### config.mk
export PLATFORM = sky130hd
export DESIGN_NAME = umi_mem_initiator_flat
export DESIGN_NICKNAME = d
export VERILOG_FILES = /design/src/rtl/umi_mem_initiator_if.sv /design/src/rtl/umi_mem_initiator.sv /design/src/flat_wrapper.sv
export SDC_FILE = /design/constraint.sdc
export NUM_CORES = 1
export LEC_CHECK = 0
export BUFFER_PORTS_ARGS = -buffer_cell sky130_fd_sc_hd__buf_2
export CAP_MARGIN = 20
export CORE_AREA = 2 2 439 441
export DETAILED_ROUTE_END_ITERATION = 12
export DIE_AREA = 0 0 441 443
export SLEW_MARGIN = 20
export SYNTH_ARGS = -nofsm -noshare
export SYNTH_HDL_FRONTEND = slang
export SYNTH_SLANG_ARGS = --single-unit
### constraint.sdc
create_clock -name clk -period 16.9 [get_ports clk]
set_input_delay 1.69 -clock clk [delete_from_list [all_inputs] [get_ports clk]]
set_output_delay 1.69 -clock clk [all_outputs]
set_load 0.05 [all_outputs]
### src/rtl/umi_mem_initiator_if.sv
// umi_mem_initiator_if: UMI host request/response channel bundle.
// Ports (signals):
//   req_valid/req_ready, req_cmd[CW], req_dstaddr/req_srcaddr[AW], req_data[DW]
//   resp_valid/resp_ready, resp_cmd[CW], resp_dstaddr/resp_srcaddr[AW], resp_data[DW]
// master: the initiator (drives requests, accepts responses); slave: the memory side.
interface umi_mem_initiator_if #(
    parameter int CW = 32,
    parameter int AW = 64,
    parameter int DW = 256
);
    logic          req_valid;
    logic          req_ready;
    logic [CW-1:0] req_cmd;
    logic [AW-1:0] req_dstaddr;
    logic [AW-1:0] req_srcaddr;
    logic [DW-1:0] req_data;
    logic          resp_valid;
    logic          resp_ready;
    logic [CW-1:0] resp_cmd;
    logic [AW-1:0] resp_dstaddr;
    logic [AW-1:0] resp_srcaddr;
    logic [DW-1:0] resp_data;
    modport master (
        output req_valid, req_cmd, req_dstaddr, req_srcaddr, req_data, resp_ready,
        input  req_ready, resp_valid, resp_cmd, resp_dstaddr, resp_srcaddr, resp_data
    );
    modport slave (
        input  req_valid, req_cmd, req_dstaddr, req_srcaddr, req_data, resp_ready,
        output req_ready, resp_valid, resp_cmd, resp_dstaddr, resp_srcaddr, resp_data
    );
endinterface

### src/rtl/umi_mem_initiator.sv
// umi_mem_initiator: writes a seed+i pattern to count consecutive 8-byte words, reads them back and checks.
// Ports:
//   clk, reset (sync, active high)
//   start pulse; base_addr, count, seed, host_addr sampled on an accepted start
//   busy, done status; err_count (saturating), first_err_addr (valid when err_count != 0)
//   uhost: master side of the UMI request/response channel
module umi_mem_initiator #(
    parameter int CW = 32,
    parameter int AW = 64,
    parameter int DW = 256
) (
    input  logic                clk,
    input  logic                reset,
    input  logic                start,
    input  logic [AW-1:0]       base_addr,
    input  logic [15:0]         count,
    input  logic [63:0]         seed,
    input  logic [AW-1:0]       host_addr,
    output logic                busy,
    output logic                done,
    output logic [15:0]         err_count,
    output logic [AW-1:0]       first_err_addr,
    umi_mem_initiator_if.master uhost
);
    typedef enum logic [2:0] {IDLE, WR_REQ, WR_RESP, RD_REQ, RD_RESP, DONE} state_t;
    state_t        state, state_n;
    logic [15:0]   idx, idx_n, cnt_q;
    logic [AW-1:0] base_q, host_q, addr_i, addr_n, host_n;
    logic [63:0]   seed_q, pat_i, pat_n;
    logic          take, req_hs, resp_hs, last, bad, req_n, wr_n;
    logic          unused_ok;

    assign take    = start && (state == IDLE || state == DONE);
    assign req_hs  = uhost.req_valid && uhost.req_ready;
    assign resp_hs = uhost.resp_valid && uhost.resp_ready;
    assign last    = (idx + 16'd1) >= cnt_q;
    assign addr_i  = base_q + AW'({idx, 3'b000});
    assign pat_i   = seed_q + 64'(idx);
    // Next-cycle request fields use the live inputs on the start edge, before they are sampled.
    assign addr_n  = (take ? base_addr : base_q) + AW'({idx_n, 3'b000});
    assign pat_n   = (take ? seed : seed_q) + 64'(idx_n);
    assign host_n  = take ? host_addr : host_q;
    assign req_n   = state_n == WR_REQ || state_n == RD_REQ;
    assign wr_n    = state_n == WR_REQ;
    // A failing response counts once even when both opcode and data are wrong.
    assign bad     = state == WR_RESP ? uhost.resp_cmd[4:0] != 5'h04
                   : (uhost.resp_cmd[4:0] != 5'h02 || uhost.resp_data[63:0] != pat_i);
    assign unused_ok = ^{uhost.resp_cmd, uhost.resp_dstaddr, uhost.resp_srcaddr, uhost.resp_data};

    always_ff @(posedge clk) begin
        if (reset) begin
            state <= IDLE;
            idx   <= '0;
        end else begin
            state <= state_n;
            idx   <= idx_n;
        end
    end

    always_comb begin
        state_n = state;
        idx_n   = idx;
        case (state)
            IDLE, DONE: if (start) begin
                state_n = count == 16'd0 ? DONE : WR_REQ;
                idx_n   = '0;
            end
            WR_REQ:  if (req_hs) state_n = WR_RESP;
            WR_RESP: if (resp_hs) begin
                state_n = last ? RD_REQ : WR_REQ;
                idx_n   = last ? 16'd0 : idx + 16'd1;
            end
            RD_REQ:  if (req_hs) state_n = RD_RESP;
            RD_RESP: if (resp_hs) begin
                state_n = last ? DONE : RD_REQ;
                idx_n   = last ? idx : idx + 16'd1;
            end
            default: state_n = IDLE;
        endcase
    end

    always_comb begin
        busy             = state == WR_REQ || state == WR_RESP || state == RD_REQ || state == RD_RESP;
        done             = state == DONE;
        uhost.resp_ready = state == WR_RESP || state == RD_RESP;
    end

    always_ff @(posedge clk) begin
        if (reset) begin
            base_q            <= '0;
            host_q            <= '0;
            seed_q            <= '0;
            cnt_q             <= '0;
            err_count         <= '0;
            first_err_addr    <= '0;
            uhost.req_valid   <= 1'b0;
            uhost.req_cmd     <= '0;
            uhost.req_dstaddr <= '0;
            uhost.req_srcaddr <= '0;
            uhost.req_data    <= '0;
        end else begin
            if (take) begin
                base_q         <= base_addr;
                host_q         <= host_addr;
                seed_q         <= seed;
                cnt_q          <= count;
                err_count      <= '0;
                first_err_addr <= '0;
            end else if (resp_hs && bad) begin
                err_count <= err_count == 16'hFFFF ? err_count : err_count + 16'd1;
                if (err_count == 16'd0) first_err_addr <= addr_i;
            end
            // Fields are recomputed from the held index while stalled, so they stay stable.
            uhost.req_valid   <= req_n;
            uhost.req_cmd     <= req_n ? CW'({1'b1, 14'd0, 3'd3, wr_n ? 5'h03 : 5'h01}) : '0;
            uhost.req_dstaddr <= req_n ? addr_n : '0;
            uhost.req_srcaddr <= req_n ? host_n : '0;
            uhost.req_data    <= wr_n ? DW'(pat_n) : '0;
        end
    end
endmodule

### src/flat_wrapper.sv
// flat-port wrapper written by rule: the top's interface ports become plain ports
module umi_mem_initiator_flat 
#(
    parameter int CW = 32,
    parameter int AW = 64,
    parameter int DW = 256
)
  (clk, reset, start, base_addr, count, seed, host_addr, busy, done, err_count, first_err_addr, uhost_req_valid, uhost_req_cmd, uhost_req_dstaddr, uhost_req_srcaddr, uhost_req_data, uhost_resp_ready, uhost_req_ready, uhost_resp_valid, uhost_resp_cmd, uhost_resp_dstaddr, uhost_resp_srcaddr, uhost_resp_data);
  umi_mem_initiator_if #(.CW(CW), .AW(AW), .DW(DW)) uhost_i ();
  input  logic clk;
  input  logic reset;
  input  logic start;
  input  logic [AW-1:0] base_addr;
  input  logic [15:0] count;
  input  logic [63:0] seed;
  input  logic [AW-1:0] host_addr;
  output logic busy;
  output logic done;
  output logic [15:0] err_count;
  output logic [AW-1:0] first_err_addr;
  output wire logic [$bits(uhost_i.req_valid)-1:0] uhost_req_valid;
  output wire logic [$bits(uhost_i.req_cmd)-1:0] uhost_req_cmd;
  output wire logic [$bits(uhost_i.req_dstaddr)-1:0] uhost_req_dstaddr;
  output wire logic [$bits(uhost_i.req_srcaddr)-1:0] uhost_req_srcaddr;
  output wire logic [$bits(uhost_i.req_data)-1:0] uhost_req_data;
  output wire logic [$bits(uhost_i.resp_ready)-1:0] uhost_resp_ready;
  input wire logic [$bits(uhost_i.req_ready)-1:0] uhost_req_ready;
  input wire logic [$bits(uhost_i.resp_valid)-1:0] uhost_resp_valid;
  input wire logic [$bits(uhost_i.resp_cmd)-1:0] uhost_resp_cmd;
  input wire logic [$bits(uhost_i.resp_dstaddr)-1:0] uhost_resp_dstaddr;
  input wire logic [$bits(uhost_i.resp_srcaddr)-1:0] uhost_resp_srcaddr;
  input wire logic [$bits(uhost_i.resp_data)-1:0] uhost_resp_data;
  assign uhost_req_valid = uhost_i.req_valid;
  assign uhost_req_cmd = uhost_i.req_cmd;
  assign uhost_req_dstaddr = uhost_i.req_dstaddr;
  assign uhost_req_srcaddr = uhost_i.req_srcaddr;
  assign uhost_req_data = uhost_i.req_data;
  assign uhost_resp_ready = uhost_i.resp_ready;
  assign uhost_i.req_ready = uhost_req_ready;
  assign uhost_i.resp_valid = uhost_resp_valid;
  assign uhost_i.resp_cmd = uhost_resp_cmd;
  assign uhost_i.resp_dstaddr = uhost_resp_dstaddr;
  assign uhost_i.resp_srcaddr = uhost_resp_srcaddr;
  assign uhost_i.resp_data = uhost_resp_data;
  umi_mem_initiator #(.CW(CW), .AW(AW), .DW(DW)) u_core (.clk(clk), .reset(reset), .start(start), .base_addr(base_addr), .count(count), .seed(seed), .host_addr(host_addr), .busy(busy), .done(done), .err_count(err_count), .first_err_addr(first_err_addr), .uhost(uhost_i));
endmodule
==> results of run 1 <==
-- routing by layer --
metal	vias to the layer above	track usage [%]
li1	11967	-
met1	12194	12.2
met2	962	22.8
met3	249	3.55
met4	26	8.33
met5	-	0
-- cell families after synthesis --
group | count (synthesis) | share of synthesized area (%)
adder cells (fa/ha/maj) | 88 | 4.14
buffers and inverters | 448 | 9.61
flip-flops | 502 | 36.8
XOR/XNOR | 282 | 9.08
AO/OA/AOI/OAI | 506 | 11.8
multiplexers | 188 | 6.92
AND/OR/NAND/NOR | 1290 | 21.7
other | 1 | 0.0137
-- sequential cells by signal (all words and copies together), names as in the netlist --
name                      cells
u_core.base_q                64
u_core.uhost.req_dstaddr     64
u_core.seed_q                64
u_core.err_count             16
u_core.uhost.req_cmd          3
u_core.uhost.req_data        64
u_core.host_q                64
u_core.cnt_q                 16
u_core.first_err_addr        64
u_core.state                  3
u_core.uhost.req_srcaddr     64
u_core.idx                   16
-- through the flow --
stage	instances	power (W)	area, µm²	util, %	worst slack, ns
after floorplan	3523	0.00182	28100	-	9.96
after global placement	6271	0.00197	32000	16.8	7.97
after detailed placement	6271	0.00198	32000	16.8	7.87
after CTS	6392	0.00362	34500	18.1	7.84
after global routing	6410	0.00371	34600	18.1	7.22
final	6418	0.00356	34600	18.1	7.65
-- layout make-up --
| class | count | area [µm²] |
|---|---|---|
| Fill cell | 21380 | 157000 |
| Clock inverter | 43 | 714 |
| Timing Repair Buffer | 595 | 3070 |
| Antenna cell | 26 | 65.1 |
| Inverter | 75 | 282 |
| Multi-Input combinational cell | 2573 | 15500 |
| Tap cell | 2526 | 3160 |
| Clock buffer | 78 | 1770 |
| Sequential cell | 502 | 10000 |
-- report_power, final --
group | internal, W | leakage, nW | switching, W
combinational | 0.000165 | 9.22 | 0.000490
sequential | 0.00125 | 4.10 | 0.0000492
clock | 0.000981 | 1.21 | 0.000630
total | 0.00239 | 14.5 | 0.00117
-- path summary, 6_finish.rpt --
kind | slack [ns] | to | startpoint
min | 0.45 | u_core.first_err_addr[19]$_SDFFE_PP0P_ | u_core.first_err_addr[19]$_SDFFE_PP0P_
min reg2reg | 0.45 | u_core.first_err_addr[19]$_SDFFE_PP0P_ | u_core.first_err_addr[19]$_SDFFE_PP0P_
max | 7.65 | u_core.uhost.req_data[57]$_SDFF_PP0_ | u_core.idx[2]$_SDFF_PP0_
max reg2reg | 7.65 | u_core.uhost.req_data[57]$_SDFF_PP0_ | u_core.idx[2]$_SDFF_PP0_
-- placed cells by master (no fill, tap or decap), drive strengths merged, types with 8 or more instances in the layout --
master,netlist,final
a21oi,191,191
conb,1,219
or2,10,10
nand4,56,56
a22o,12,12
clkinv,1,18
nand2b,17,17
nor4,36,36
buf,273,594
nand3,114,114
inv,74,84
xor2,128,128
and2,22,22
o31ai,19,19
a41oi,8,8
nor2,486,486
nand2,337,337
and4,8,8
a21o,39,39
nor3,71,71
a31oi,27,27
ha,84,84
a211oi,19,19
o21ai,94,94
or3,23,23
a2111oi,8,8
or4,17,17
clkbuf,100,79
o21bai,17,17
bufinv,0,14
xnor2,154,154
diode,0,26
nor3b,10,10
dfxtp,502,502
and3,45,45
nor2b,26,26
mux2i,186,186
-- critical path: cells and delay by family (launching register included) --
family / cells / cell delay [ns]
flip-flops: 1 / 0.59
AND/OR/NAND/NOR: 11 / 3.93
AO/OA/AOI/OAI: 10 / 3.14
adder cells (fa/ha/maj): 3 / 1.07
XOR/XNOR: 2 / 0.34
==> impl_metrics.tcl, run 1 <==
set metrics [dict create \
    fin_crit_sh_pct 54.7 \
    routed-wl-met2_um 65900 \
    layout_min_cycle_time_ns 9.25 \
    ys_types 87 \
    synth_edf_count 0 \
    synth-seq-cells 502 \
    start_util_pct 14.3 \
    antenna_found_initial 55 \
    vias 25398 \
    final_max_slew_viol_count 0 \
    grt_use_total_pct 12.5 \
    top_layer_used "met5" \
    ctsLongestPathBuffers 3 \
    portBuffers 562 \
    synth.largest_area_cell "dfxtp_1" \
    r2r_cells 26 \
    leakage_nw 14.5 \
    ys.warnings.count 0 \
    rows 161 \
    hold_path_class "register to register" \
    slowest_delay_ns 0.79 \
    min_path_cells 2 \
    setup_violations 0 \
    relSlewSlack_pct 19.7 \
    cts_tree "built" \
    whs_ns 0.448 \
    clkTransAtPathRegs_ns 0.06 \
    vias_per_cell 3.96 \
    tns_ns 0 \
    drc 0 \
    synthTopCellsByCount "dfxtp_1, nor2_1, nand2_1" \
    cts_resized 0 \
    worstPathRequired_ns 17.41 \
    worst_pin_slew_ns 1.20 \
    ys_seq_area_share_pct 36.8 \
    io_pins 1129 \
    worst-setup-path-type "register to register" \
    grt_pass1_vias 24278 \
    startpoint_type "register" \
    slowest_stage "o311ai_0" \
    drt_iter0_markers 1473 \
    drive_above_1_share_pct 19.6 \
    maxCapViolCount 0 \
    gp_congestion 0.903 \
    post-cts-setup-buffers 0 \
    wl_met3_um 8970 \
    clock_latency_ns 0.69 \
    numCtsBuffers 66 \
    syn_area_per_cell_um2 8.26 \
    cts_hold_buf 0 \
    final_nets 4530 \
    synth_top_area_share_pct 36.8 \
    syn_area_um2 27300 \
    wl_per_cell_um 19.8 \
    outcome "complete, no violations" \
    clock-root-buffer "clkbuf_16" \
    die_area_um2 195000 \
    synth_area_leaders "dfxtp_1, mux2i_1, nor2_1" \
    ant_nets 0 \
    wl_met1_um 43500 \
    overflow 0 \
    hold_viol 0 \
    wl_um 127000 \
    grt_pass1_wl_um 174000 \
    htreeDepth 3 \
    syn_to_final_growth_pct 26.7 \
    path_max_fanout 9 \
    ir_worst_vdd_mv 0.0717 \
    syn_inst 3305 \
    rsz0062_at_grt "false" \
    die_w_um 441 \
    arrival_ns 9.76 \
    yosysMostFrequentCell "dfxtp_1" \
    p_per_area_nw_per_um2 103 \
    dp_hpwl_um 104000 \
    async_flop_share_pct 0 \
    crit_top_cell "a21oi_1" \
    end_kind "register" \
    ys.flop_type "dfxtp_1" \
    grt_max_degree 68 \
    cts_num_sinks 502 \
    dr.pass1.iters 6 \
    die_h_um 443 \
    core_um2 191000 \
    fmax_ghz 0.108 \
    finClkSkew_ns 0.0557 \
]
Power figures use the tool's default switching activity.
==> inputs of run 2 (changes only) <==
==> constraint.sdc (replaced) <==
create_clock -name clk -period 9.6 [get_ports clk]
set_input_delay 0.96 -clock clk [delete_from_list [all_inputs] [get_ports clk]]
set_output_delay 0.96 -clock clk [all_outputs]
set_load 0.05 [all_outputs]
==> run 2 against run 1 <==
  * Sequential share of layout area is 0.28 points higher
  * Clock power is 53% higher
  * Non-clock buffer count is 8 higher
  * Cell count is 0.19% lower
  * Utilization is 0.18 points lower
  * Final area is 0.97% lower
  * Clock skew is 0.042 ns higher
  * Worst hold slack hardly changed
  * Critical path type unchanged
  * Largest power group unchanged
==> impl_metrics.tcl, run 2 (same netlist as run 1, synthesis figures left out) <==
set metrics [dict create \
    r2r_start "u_core.idx[0]$_SDFF_PP0_" \
    crit_path_start "u_core.idx[0]$_SDFF_PP0_" \
    drt_iter0_markers 1472 \
    grt_pass1_vias 24176 \
    ant_nets 0 \
    arrival_ns 9.39 \
    final_nets 4532 \
    gp_congestion 0.902 \
    io_pins 1129 \
    finClkSkew_ns 0.0982 \
    worst-setup-path-type "register to register" \
    grt_pass1_wl_um 174000 \
    layout_commonest_cell "buf_2" \
    leakage_nw 14.4 \
    ir_worst_vdd_mv 0.180 \
    die_w_um 441 \
    wl_um 127000 \
    vias_per_cell 3.92 \
    worstPathRequired_ns 10.13 \
    fin_util_pct 17.9 \
    cts_num_sinks 502 \
    vias 25133 \
    reg2reg_to "u_core.uhost.req_data[45]$_SDFF_PP0_" \
    drc 0 \
    hold_viol 0 \
    cts_tree "built" \
    clock_latency_ns 0.71 \
    core_um2 191000 \
    critPathBufInv 1 \
    rows 161 \
    rsz0062_at_grt "false" \
    whs_ns 0.448 \
    cts_hold_buf 0 \
    p_per_area_nw_per_um2 173 \
    final_max_slew_viol_count 0 \
    tns_ns 0 \
    crit_path_end "u_core.uhost.req_data[45]$_SDFF_PP0_" \
    startpoint_type "register" \
    r2r_cells 28 \
    crit_family "simple AND/OR/NAND/NOR gates" \
    syn_to_final_growth_pct 25.5 \
    numCtsBuffers 60 \
    drive_above_1_share_pct 19.5 \
    total_power_w 0.00591 \
    reg2reg_slack_ns 0.74 \
    setup_violations 0 \
    layout_min_cycle_time_ns 8.86 \
    slowest_delay_ns 0.71 \
    crit_cells 28 \
    dp_hpwl_um 104000 \
    end_kind "register" \
    clock-root-buffer "clkbuf_16" \
    portBuffers 562 \
    worst_pin_slew_ns 1.21 \
    fin_crit_sh_pct 92.3 \
    die_h_um 443 \
    fmax_ghz 0.113 \
    grt_max_degree 68 \
    path_max_fanout 9 \
    wl_per_cell_um 19.8 \
    clkTransAtPathRegs_ns 0.06 \
    hold_path_class "register to register" \
    relSlewSlack_pct 18.4 \
    htreeDepth 2 \
    ctsLongestPathBuffers 3 \
    dr.pass1.iters 6 \
    mostFrequentLayoutCells "buf_2, dfxtp_1, nor2_1, nand2_1, conb_1" \
    antenna_found_initial 58 \
    maxCapViolCount 0 \
    grt_use_total_pct 12.5 \
    outcome "complete, no violations" \
    slowest_stage "o311ai_0" \
    post-cts-setup-buffers 0 \
    die_area_um2 195000 \
    overflow 0 \
    start_util_pct 14.3 \
]
run 2: cell count changes in the layout (fill, tap and decap cells not counted), sizes merged:
cell	delta
buf	+8
bufinv	-6
clkbuf	-2
clkinv	-7
clkinvlp	+6
diode	-8
inv	-3
run 2: metrics by stage:
stage | instance area (µm²) | instances | setup WS (ns)
detailed placement | 32100 | 6279 | 0.810
global placement | 32100 | 6279 | 0.842
CTS | 34200 | 6388 | 0.728
global route | 34300 | 6404 | 0.313
finish | 34300 | 6406 | 0.742
floorplan | 28100 | 3523 | 2.94
run 2: what timing repair did:
item / 4_1_cts / 5_1_grt
resized for setup: 0 / 1
endpoints found under the setup margin: 0 / 1
hold endpoints to repair: 0 / 0
run 2: worst min path at each step:
stage | cells after the start | end | slack [ns] | from
floorplan | 2 | u_core.cnt_q[10]$_SDFFE_PP0P_ | 0.44 | u_core.cnt_q[10]$_SDFFE_PP0P_
global placement | 2 | u_core.first_err_addr[39]$_SDFFE_PP0P_ | 0.44 | u_core.first_err_addr[39]$_SDFFE_PP0P_
detailed placement | 2 | u_core.first_err_addr[39]$_SDFFE_PP0P_ | 0.44 | u_core.first_err_addr[39]$_SDFFE_PP0P_
CTS | 3 | u_core.cnt_q[7]$_SDFFE_PP0P_ | 0.43 | count[7]
global route | 3 | u_core.cnt_q[7]$_SDFFE_PP0P_ | 0.47 | count[7]
finish | 2 | u_core.first_err_addr[39]$_SDFFE_PP0P_ | 0.45 | u_core.first_err_addr[39]$_SDFFE_PP0P_
run 2: power breakdown:
part / internal [W] / switching, W
registers: 0.00220 / 0.0000866
clock network: 0.00144 / 0.00103
logic: 0.000292 / 0.000865
run 2: worst register-to-register path: cells and delay by family, from the launching register on:
family / cells / cell delay [ns]
fa+ha+maj: 4 / 1.34
xor+xnor: 2 / 0.38
flops: 1 / 0.54
simple gates: 11 / 3.54
buf+inv: 1 / 0.11
compound gates: 10 / 2.81
run 2: layout make-up:
type	count	area [µm²]
fill	21446	157000
clock inverter	33	444
timing repair buffer	603	3130
multi-input combinational	2573	15500
inverter	75	282
clock buffer	76	1660
antenna	18	45.0
sequential	502	10000
tap	2526	3160
run 2: metal layers:
layer / part of all wire [%] / GRT usage, % / up-vias
met5: 0.092 / 0 / -
met4: 7.3 / 8.48 / 18
met3: 7.0 / 3.22 / 253
met2: 52 / 22.8 / 953
met1: 34 / 12.2 / 11950
li1: - / - / 11959
==> inputs of run 3 (changes only) <==
--- a/config.mk
+++ b/config.mk
@@ -7,9 +7,13 @@
 export LEC_CHECK = 0
 export BUFFER_PORTS_ARGS = -buffer_cell sky130_fd_sc_hd__buf_2
 export CAP_MARGIN = 20
+export CELL_PAD_IN_SITES_DETAIL_PLACEMENT = 0
+export CELL_PAD_IN_SITES_GLOBAL_PLACEMENT = 1
 export CORE_AREA = 2 2 439 441
 export DETAILED_ROUTE_END_ITERATION = 12
 export DIE_AREA = 0 0 441 443
+export PLACE_DENSITY_LB_ADDON = 0.1
+export RECOVER_POWER = 50
 export SLEW_MARGIN = 20
 export SYNTH_ARGS = -nofsm -noshare
 export SYNTH_HDL_FRONTEND = slang
==> run 3 against run 2 <==
  * The flow now finishes with violations (capacitance limit, slew limit)
  * Global-route usage rose by 1.7 points
  * Critical path depth shrank 10
  * Register-to-register slack improved by 0.64 ns
==> impl_metrics.tcl, run 3 (same netlist as run 1, synthesis figures left out) <==
set metrics [dict create \
    io_pins 1129 \
    cts_num_sinks 502 \
    die_h_um 443 \
    fin_crit_sh_pct 85.6 \
    worstPathRequired_ns 10.19 \
    p_per_area_nw_per_um2 189 \
    violations "capacitance limit, slew limit" \
    numCtsBuffers 77 \
    drc 0 \
    die_area_um2 195000 \
    layout_commonest_cell "dfxtp_1" \
    gp_congestion 0.782 \
    final_nets 4561 \
    arrival_ns 8.81 \
    ir_worst_vdd_mv 0.120 \
    crit_top_cell "a21oi_1" \
    cts_resized 0 \
    mostFrequentLayoutCells "dfxtp_1, nor2_1, nand2_1, clkbuf_1, buf_2" \
    slowest_delay_ns 2.05 \
    slowest_stage "and2_0" \
    rsz0062_at_grt "false" \
    path_max_fanout 40 \
    dp_hpwl_um 112000 \
    die_w_um 441 \
    cts_tree "built" \
    ctsLongestPathBuffers 3 \
    drive_above_1_share_pct 13.0 \
    grt_use_total_pct 14.2 \
    clkTransAtPathRegs_ns 0.06 \
    end_kind "register" \
    layout_min_cycle_time_ns 8.22 \
    grt_pass1_vias 25225 \
    hold_viol 0 \
    grt_pass1_wl_um 196000 \
    tns_ns 0 \
    outcome "complete, but fails checks" \
    vias 24612 \
    rows 161 \
    startpoint_type "register" \
    syn_to_final_growth_pct 26.8 \
    overflow 0 \
    antenna_found_initial 78 \
    ant_nets 0 \
    setup_violations 0 \
    clock-root-buffer "clkbuf_16" \
    clock_latency_ns 0.71 \
    fmax_ghz 0.122 \
    hold_path_class "register to register" \
    core_um2 191000 \
    final_max_slew_viol_count 65 \
    start_util_pct 14.3 \
    leakage_nw 13.6 \
    vias_per_cell 3.82 \
    wl_um 142000 \
    wl_per_cell_um 22.0 \
    drt_iter0_markers 1087 \
    grt_max_degree 80 \
    fin_util_pct 18.1 \
    htreeDepth 3 \
    finClkSkew_ns 0.0229 \
    post-cts-setup-buffers 0 \
    maxCapViolCount 2 \
    portBuffers 562 \
    worst-setup-path-type "register to register" \
    worst_pin_slew_ns 2.75 \
    dr.pass1.iters 5 \
    path_cells "xnor2_1 > and2_0 > clkbuf_1 > o21ai_0 > fa_1 > a21o_1 > a21oi_1 > o21bai_1 > a21oi_1 > o21bai_1 > a21o_1 > a21oi_1 > o211ai_1 > nand3_2 > buf_4 > nor3_1 > xor2_1 > nor2_1" \
    relSlewSlack_pct -83.6 \
    cts_hold_buf 0 \
]
run 3: power by group:
group	switching (W)	internal (W)	total [W]
clock network	0.00121	0.00189	0.00310
logic	0.000874	0.000281	0.00115
registers	0.0000907	0.00220	0.00229
run 3: layout make-up:
class	count	area [µm²]
multi-input combinational	2573	15500
clock inverter	31	467
antenna	10	25.0
timing repair buffer	615	2900
tap	2526	3160
inverter	75	282
fill	21783	157000
clock buffer	110	2260
sequential	502	10000
run 3: per-stage QoR:
stage                     instances  area (µm²)  total power, W  setup WS, ns  hold slack, ns
after floorplan                3523       28100         0.00320          2.94           0.436
after global placement         6290       32200         0.00354          1.26           0.442
after detailed placement       6291       32200         0.00353          1.30           0.446
after CTS                      6432       35000         0.00675          1.23           0.430
after global routing           6437       34600         0.00687         0.511           0.462
final                          6442       34600         0.00654          1.38           0.454
run 3: path summary, 6_finish.rpt:
kind                                                              from                                endpoint  slack, ns  cells after the start
worst min register to register  u_core.first_err_addr[19]$_SDFFE_PP0P_  u_core.first_err_addr[19]$_SDFFE_PP0P_       0.45                      2
worst min-delay path            u_core.first_err_addr[19]$_SDFFE_PP0P_  u_core.first_err_addr[19]$_SDFFE_PP0P_       0.45                      2
worst max-delay path                        u_core.state[2]$_SDFF_PP0_    u_core.uhost.req_data[52]$_SDFF_PP0_       1.38                     18
worst max register to register              u_core.state[2]$_SDFF_PP0_    u_core.uhost.req_data[52]$_SDFF_PP0_       1.38                     18
run 3: worst max-delay path, delay by kind of cell, from the launching register on:
kind            cells  cell delay [ns]
flops               1             0.74
xor+xnor            2             0.42
simple gates        4             2.52
compound gates      9             2.01
fa+ha+maj           1             0.58
buf+inv             2             1.77
run 3: metal layers:
metal | wire length [µm] | share of wire, % | track usage (%) | vias to the layer above
met5 | 503 | 0.36 | 0 | -
met4 | 4970 | 3.5 | 4.43 | 80
met3 | 8780 | 6.2 | 4.37 | 269
met2 | 70100 | 50 | 25.0 | 653
met1 | 57300 | 40 | 16.1 | 11562
li1 | - | - | - | 12048
